**src/rtl/ast_pkt_gen.sv**
```systemverilog
// Avalon-ST packet generator: on start, emits one packet of pkt_len bytes whose
// byte k carries k mod 256 (first byte on the wire in the MSB lane), tagged with pkt_chan.
module ast_pkt_gen #(
    parameter int DATA_W    = 64,
    parameter int EMPTY_W   = 3,
    parameter int CHANNEL_W = 8,
    parameter int LEN_W     = 16
) (
    input  logic                 clk,
    input  logic                 rst,
    input  logic                 start,
    input  logic [LEN_W-1:0]     pkt_len,
    input  logic [CHANNEL_W-1:0] pkt_chan,
    output logic                 busy,
    output logic                 done,
    output logic [31:0]          pkt_cnt,
    output logic [DATA_W-1:0]    src_data,
    output logic                 src_sop,
    output logic                 src_eop,
    output logic                 src_val,
    output logic [EMPTY_W-1:0]   src_empty,
    output logic                 src_error,
    output logic [CHANNEL_W-1:0] src_channel,
    output logic                 src_tuser,
    input  logic                 src_ready,
    output logic                 dbg_state
);

    localparam int             B    = DATA_W / 8;
    localparam int             AW   = LEN_W + 1;
    localparam logic [AW-1:0]  B_AW = AW'(B);

    typedef enum logic {IDLE = 1'b0, SEND = 1'b1} state_t;

    // Handshake: a beat moves on a clock edge where src_val && src_ready; while
    // src_val is high and src_ready low every src_* output holds its value.

    state_t                 state_q, state_d;
    logic [LEN_W-1:0]       len_q, len_d;
    logic [CHANNEL_W-1:0]   chan_q, chan_d;
    logic [AW-1:0]          word_q, word_d;
    logic [31:0]            cnt_q, cnt_d;
    logic                   done_q, done_d;
    logic [DATA_W-1:0]      data_q, data_d;
    logic                   sop_q, sop_d;
    logic                   eop_q, eop_d;
    logic [EMPTY_W-1:0]     empty_q, empty_d;
    logic [CHANNEL_W-1:0]   chan_out_q, chan_out_d;

    logic                   show;
    logic                   last;
    logic [AW-1:0]          base;
    logic [AW-1:0]          pos;

    always_comb begin
        state_d = state_q;
        len_d   = len_q;
        chan_d  = chan_q;
        word_d  = word_q;
        cnt_d   = cnt_q;
        done_d  = 1'b0;

        case (state_q)
            IDLE: begin
                if (start && (pkt_len != '0)) begin
                    state_d = SEND;
                    len_d   = pkt_len;
                    chan_d  = pkt_chan;
                    word_d  = '0;
                end
            end
            SEND: begin
                if (src_ready) begin
                    if (eop_q) begin
                        state_d = IDLE;
                        done_d  = 1'b1;
                        cnt_d   = cnt_q + 32'd1;
                        word_d  = '0;
                    end else begin
                        word_d = word_q + 1'b1;
                    end
                end
            end
            default: state_d = IDLE;
        endcase

        // Output registers are loaded with the beat that will be on the bus next cycle.
        show   = (state_d == SEND);
        base   = word_d * B_AW;
        last   = (base + B_AW) >= {1'b0, len_d};
        pos    = '0;
        data_d = '0;
        for (int i = 0; i < B; i++) begin
            pos = base + AW'(i);
            if (show && (pos < {1'b0, len_d})) begin
                data_d[DATA_W-1-8*i -: 8] = pos[7:0];
            end
        end
        sop_d      = show && (word_d == '0);
        eop_d      = show && last;
        empty_d    = (show && last) ? EMPTY_W'(base + B_AW - {1'b0, len_d}) : '0;
        chan_out_d = show ? chan_d : '0;
    end

    always_ff @(posedge clk or posedge rst) begin
        if (rst) begin
            state_q    <= IDLE;
            len_q      <= '0;
            chan_q     <= '0;
            word_q     <= '0;
            cnt_q      <= '0;
            done_q     <= 1'b0;
            data_q     <= '0;
            sop_q      <= 1'b0;
            eop_q      <= 1'b0;
            empty_q    <= '0;
            chan_out_q <= '0;
        end else begin
            state_q    <= state_d;
            len_q      <= len_d;
            chan_q     <= chan_d;
            word_q     <= word_d;
            cnt_q      <= cnt_d;
            done_q     <= done_d;
            data_q     <= data_d;
            sop_q      <= sop_d;
            eop_q      <= eop_d;
            empty_q    <= empty_d;
            chan_out_q <= chan_out_d;
        end
    end

    assign busy        = (state_q == SEND);
    assign src_val     = busy;
    assign done        = done_q;
    assign pkt_cnt     = cnt_q;
    assign src_data    = data_q;
    assign src_sop     = sop_q;
    assign src_eop     = eop_q;
    assign src_empty   = empty_q;
    assign src_channel = chan_out_q;
    assign src_error   = 1'b0;
    assign src_tuser   = 1'b0;
    assign dbg_state   = state_q;

endmodule

```
**config.mk**
```make
export PLATFORM = sky130hd
export DESIGN_NAME = ast_pkt_gen
export DESIGN_NICKNAME = d
export VERILOG_FILES = /design/src/rtl/ast_pkt_gen.sv
export SDC_FILE = /design/constraint.sdc
export NUM_CORES = 1
export LEC_CHECK = 0
export ABC_AREA = 1
export BUFFER_PORTS_ARGS = -buffer_cell sky130_fd_sc_hd__buf_2
export CORE_AREA = 3 3 144 146
export CTS_CLUSTER_DIAMETER = 40
export CTS_CLUSTER_SIZE = 28
export DETAILED_ROUTE_END_ITERATION = 8
export DIE_AREA = 0 0 147 149
export PLACE_DENSITY_LB_ADDON = 0.05
export SETUP_SLACK_MARGIN = 0.1
export SLEW_MARGIN = 10
export SYNTH_ARGS = -nofsm -noshare
export SYNTH_HDL_FRONTEND = slang
export SYNTH_SLANG_ARGS = --single-unit
```
**constraint.sdc**
```tcl
create_clock -name clk -period 5.11 [get_ports clk]
set_input_delay 1.022 -clock clk [delete_from_list [all_inputs] [get_ports clk]]
set_output_delay 1.022 -clock clk [all_outputs]
set_load 0.03 [all_outputs]
```
==> out/metrics.cfg <==
[routing]
wl_per_cell_microns=14.70
ant_nets=0
vias=5396
dr.pass1.iters=4
route.detailed.drc=0
vias_per_cell=4.538
wl_microns=17480
drt_iter0_drc=277

[cells_and_area]
layout_common_cells=153 x nand2_1, 135 x dfrtp_1, 128 x buf_2
fin_nets=971
antenna_cells=0
fill_cells=1996
register_area_sq_mm=0.003378
layout_commonest_cell=nand2_1
area_growth_pct=22.27
final_cells=1189
drive_gt1_share_pct=24.35
multi_input_area_sq_mm=0.002850

[timing]
finClkSkew_ns=0.01696
period_minus_slack_ns=4.076
setup_viol=0
finalCritPeriodShare_pct=79.77
tns_ns=0
rsz0062_at_grt=false
hold_viol_final=0
worst_slack_ns=1.034
fmax_mhz=245.3
drv_slew=0
worst_slew_pin_slew_ns=0.9188
relSlewSlack_pct=38.74

[pwr]
combPwrFrac_pct=43.1
p_per_area_mw_per_mm2=582.5
p_switching_mw=2.096
p_leak_nw=4.359
p_int_mw=2.722
p_clk_share_pct=25.4
p_sw_share_pct=43.50
sequentialPowerShare_pct=31.5
ir_drop_mv=0.2749

[grt]
track_usage_pct=16.25
grt_pass1_wl_microns=28280
grt_antenna_before_repair=0
grt_pass1_vias=5335
grt_max_degree=103
grt_overflow_total=0

[synthesis]
synthCells=768
synth_edf_count=0
ys_seq_elements=135
ys_types=38
synth_area_sq_mm=0.006765
syn_avg_cell_area_sq_um=8.809
yosysWarnings=0
async_reset_ff_share_pct=100.0
ys.flop_type=dfrtp_1
seq_area_frac_synth_pct=49.94

[critical_path]
critPathLaunch=pkt_len[15]
reg2reg_slack_ns=1.13
crit_family=simple AND/OR/NAND/NOR gates
crit_top_cell=nand2_1
path_cells=buf_2, nor2_1, nand2_1, nor2_1, nand2_2, nand3_2, inv_2, o21ai_0, ha_1, nand2_1, inv_1, a221oi_1, o21ai_0, a21oi_4, nand2_1, nor3_1
path_buf_inv=3
slowest_stage=o21ai_0
worst_ep_arrival_time_ns=4.40
timing.rr.start=busy$_DFF_PP0_
end_kind=register
max_stage_delay_ns=0.50
crit_fanout=22
required_ns=5.44
startpoint_type=input port
path_class=input port to register

[clocking]
htree_num_levels=4
cts-root-buf=clkbuf_16
cts_tree=done
clk_pin_slew_ns=0.06
clock_sinks=135
clk_path_buf_depth=2
cts_setup_buffers=0
ctsHoldBuffers=0
cts_made_buffers=17
cts_resized=0
clk_latency_ns=0.42

[flow_run]
drv_cap=0

[outcome]
status=finished, final reports clean

[placement]
dp_hpwl_microns=13050
dp_slack_ns=0.5618
gp_congestion=0.8710
port_buffers=128
dp_cells=1157

[hold_path]
hold_class=register to register
min_from=chan_q[2]$_DFF_PP0_

[floorplan]
core.rowCount=51
die_w_microns=147
io-pin-count=143
die_y_microns=149
die_area_sq_mm=0.02190
core_sq_mm=0.01953
start_util_pct=34.65

## sequential cells by signal, summed over array words and instances, names as in the netlist
signal       count
word_q          17
src_channel      8
busy             1
src_sop          1
src_empty        3
len_q           16
chan_q           8
src_eop          1
src_data        47
pkt_cnt         32
done             1
## metal layers
| metal | GRT usage (%) | wire length, microns | vias up |
|---|---|---|---|
| met5 | 0 | 0 | - |
| met2 | 26.43 | 8270 | 117 |
| met1 | 22.15 | 8275 | 2546 |
| met4 | 4.893 | 247 | 0 |
| met3 | 3.191 | 689 | 17 |
| li1 | - | - | 2716 |
## through the flow
| stage | hold slack (ns) | instance area [sq um] | utilization [%] | power [mW] |
|---|---|---|---|---|
| detailed placement | 0.4604 | 7682 | 39.34 | 3.644 |
| global placement | 0.4638 | 7682 | 39.34 | 3.638 |
| global route | 0.4901 | 8272 | 42.36 | 5.186 |
| finish | 0.4757 | 8272 | 42.36 | 4.818 |
| floorplan | 0.4435 | 6814 | - | 2.999 |
| CTS | 0.4765 | 8272 | 42.36 | 4.889 |
## worst reg2reg max path, stage by stage (launching register included)
cell	delay, ns
dfrtp_1	0.64
inv_2	0.24
a21oi_4	0.47
inv_2	0.10
o22ai_2	0.17
nand2_2	0.08
inv_2	0.10
ha_1	0.18
nand2_1	0.10
nor2_2	0.18
nand2_1	0.08
o21ai_0	0.16
nand2_1	0.08
inv_1	0.10
ha_1	0.23
nand2_1	0.12
nor2_1	0.06
a211oi_1	0.25
nand2_1	0.09
nand2_1	0.06
nand2_1	0.05
nand2_1	0.06
nand2_1	0.05
nand2_1	0.14
nor2_1	0.06
## kinds of logic (layout without fill, tap and decap cells)
group	Yosys count	in the layout	synth area share, %
adder cells (fa/ha/maj)	32	32	5.918
flip-flops	135	135	49.94
AND/OR/NAND/NOR	366	366	24.65
buffers and inverters	130	273	8.655
other	1	14	0.05543
AO/OA/AOI/OAI	66	66	5.863
XOR/XNOR	38	38	4.920
## final cells by class
class                           count  area share (%)
Inverter                           99           4.553
Timing Repair Buffer              142           9.015
Multi-Input combinational cell    516           34.46
Clock inverter                     12           1.603
Clock buffer                       20           5.521
Tap cell                          265           4.008
Sequential cell                   135           40.84
## final timing paths
| kind | endpoint | depth (start not counted) |
|---|---|---|
| setup / recovery | src_data[30]$_DFF_PP0_ | 16 |
| hold / removal | chan_q[2]$_DFF_PP0_ | 2 |
| setup reg to reg | src_empty[1]$_DFF_PP0_ | 24 |
| hold reg to reg | chan_q[2]$_DFF_PP0_ | 2 |
| max in group asynchronous | src_data[2]$_DFF_PP0_ | 3 |
| min in group asynchronous | pkt_cnt[29]$_DFFE_PP0P_ | 2 |
## cell usage after synthesis, types with 2 or more instances
cell	n	area [sq um]
a21oi_1	26	130.1
a21oi_4	2	32.53
buf_4	24	180.2
clkbuf_1	6	22.52
clkinv_1	4	15.01
dfrtp_1	135	3378
ha_1	32	400.4
inv_1	89	334.1
inv_2	6	22.52
nand2_1	153	574.3
nand2_2	5	31.28
nand3_1	46	230.2
nand3_2	4	40.04
nand3b_1	2	15.01
nand4_1	20	125.1
nor2_1	84	315.3
nor2_2	8	50.05
nor3_1	19	95.09
nor3_2	3	30.03
nor4_1	3	18.77
nor4_2	3	37.54
o21ai_0	25	125.1
o21bai_1	4	30.03
or2_2	15	93.84
xnor2_1	12	105.1
xor2_1	26	227.7
## power groups by stage
stage	Clock, mW	Combinational (mW)	Sequential (mW)
floorplan	0	1.12	1.88
global placement	0	2.10	1.54
detailed placement	0	2.11	1.54
CTS	1.26	2.11	1.52
global route	1.30	2.34	1.55
finish	1.22	2.08	1.52
(Power assumes the default switching activity.)
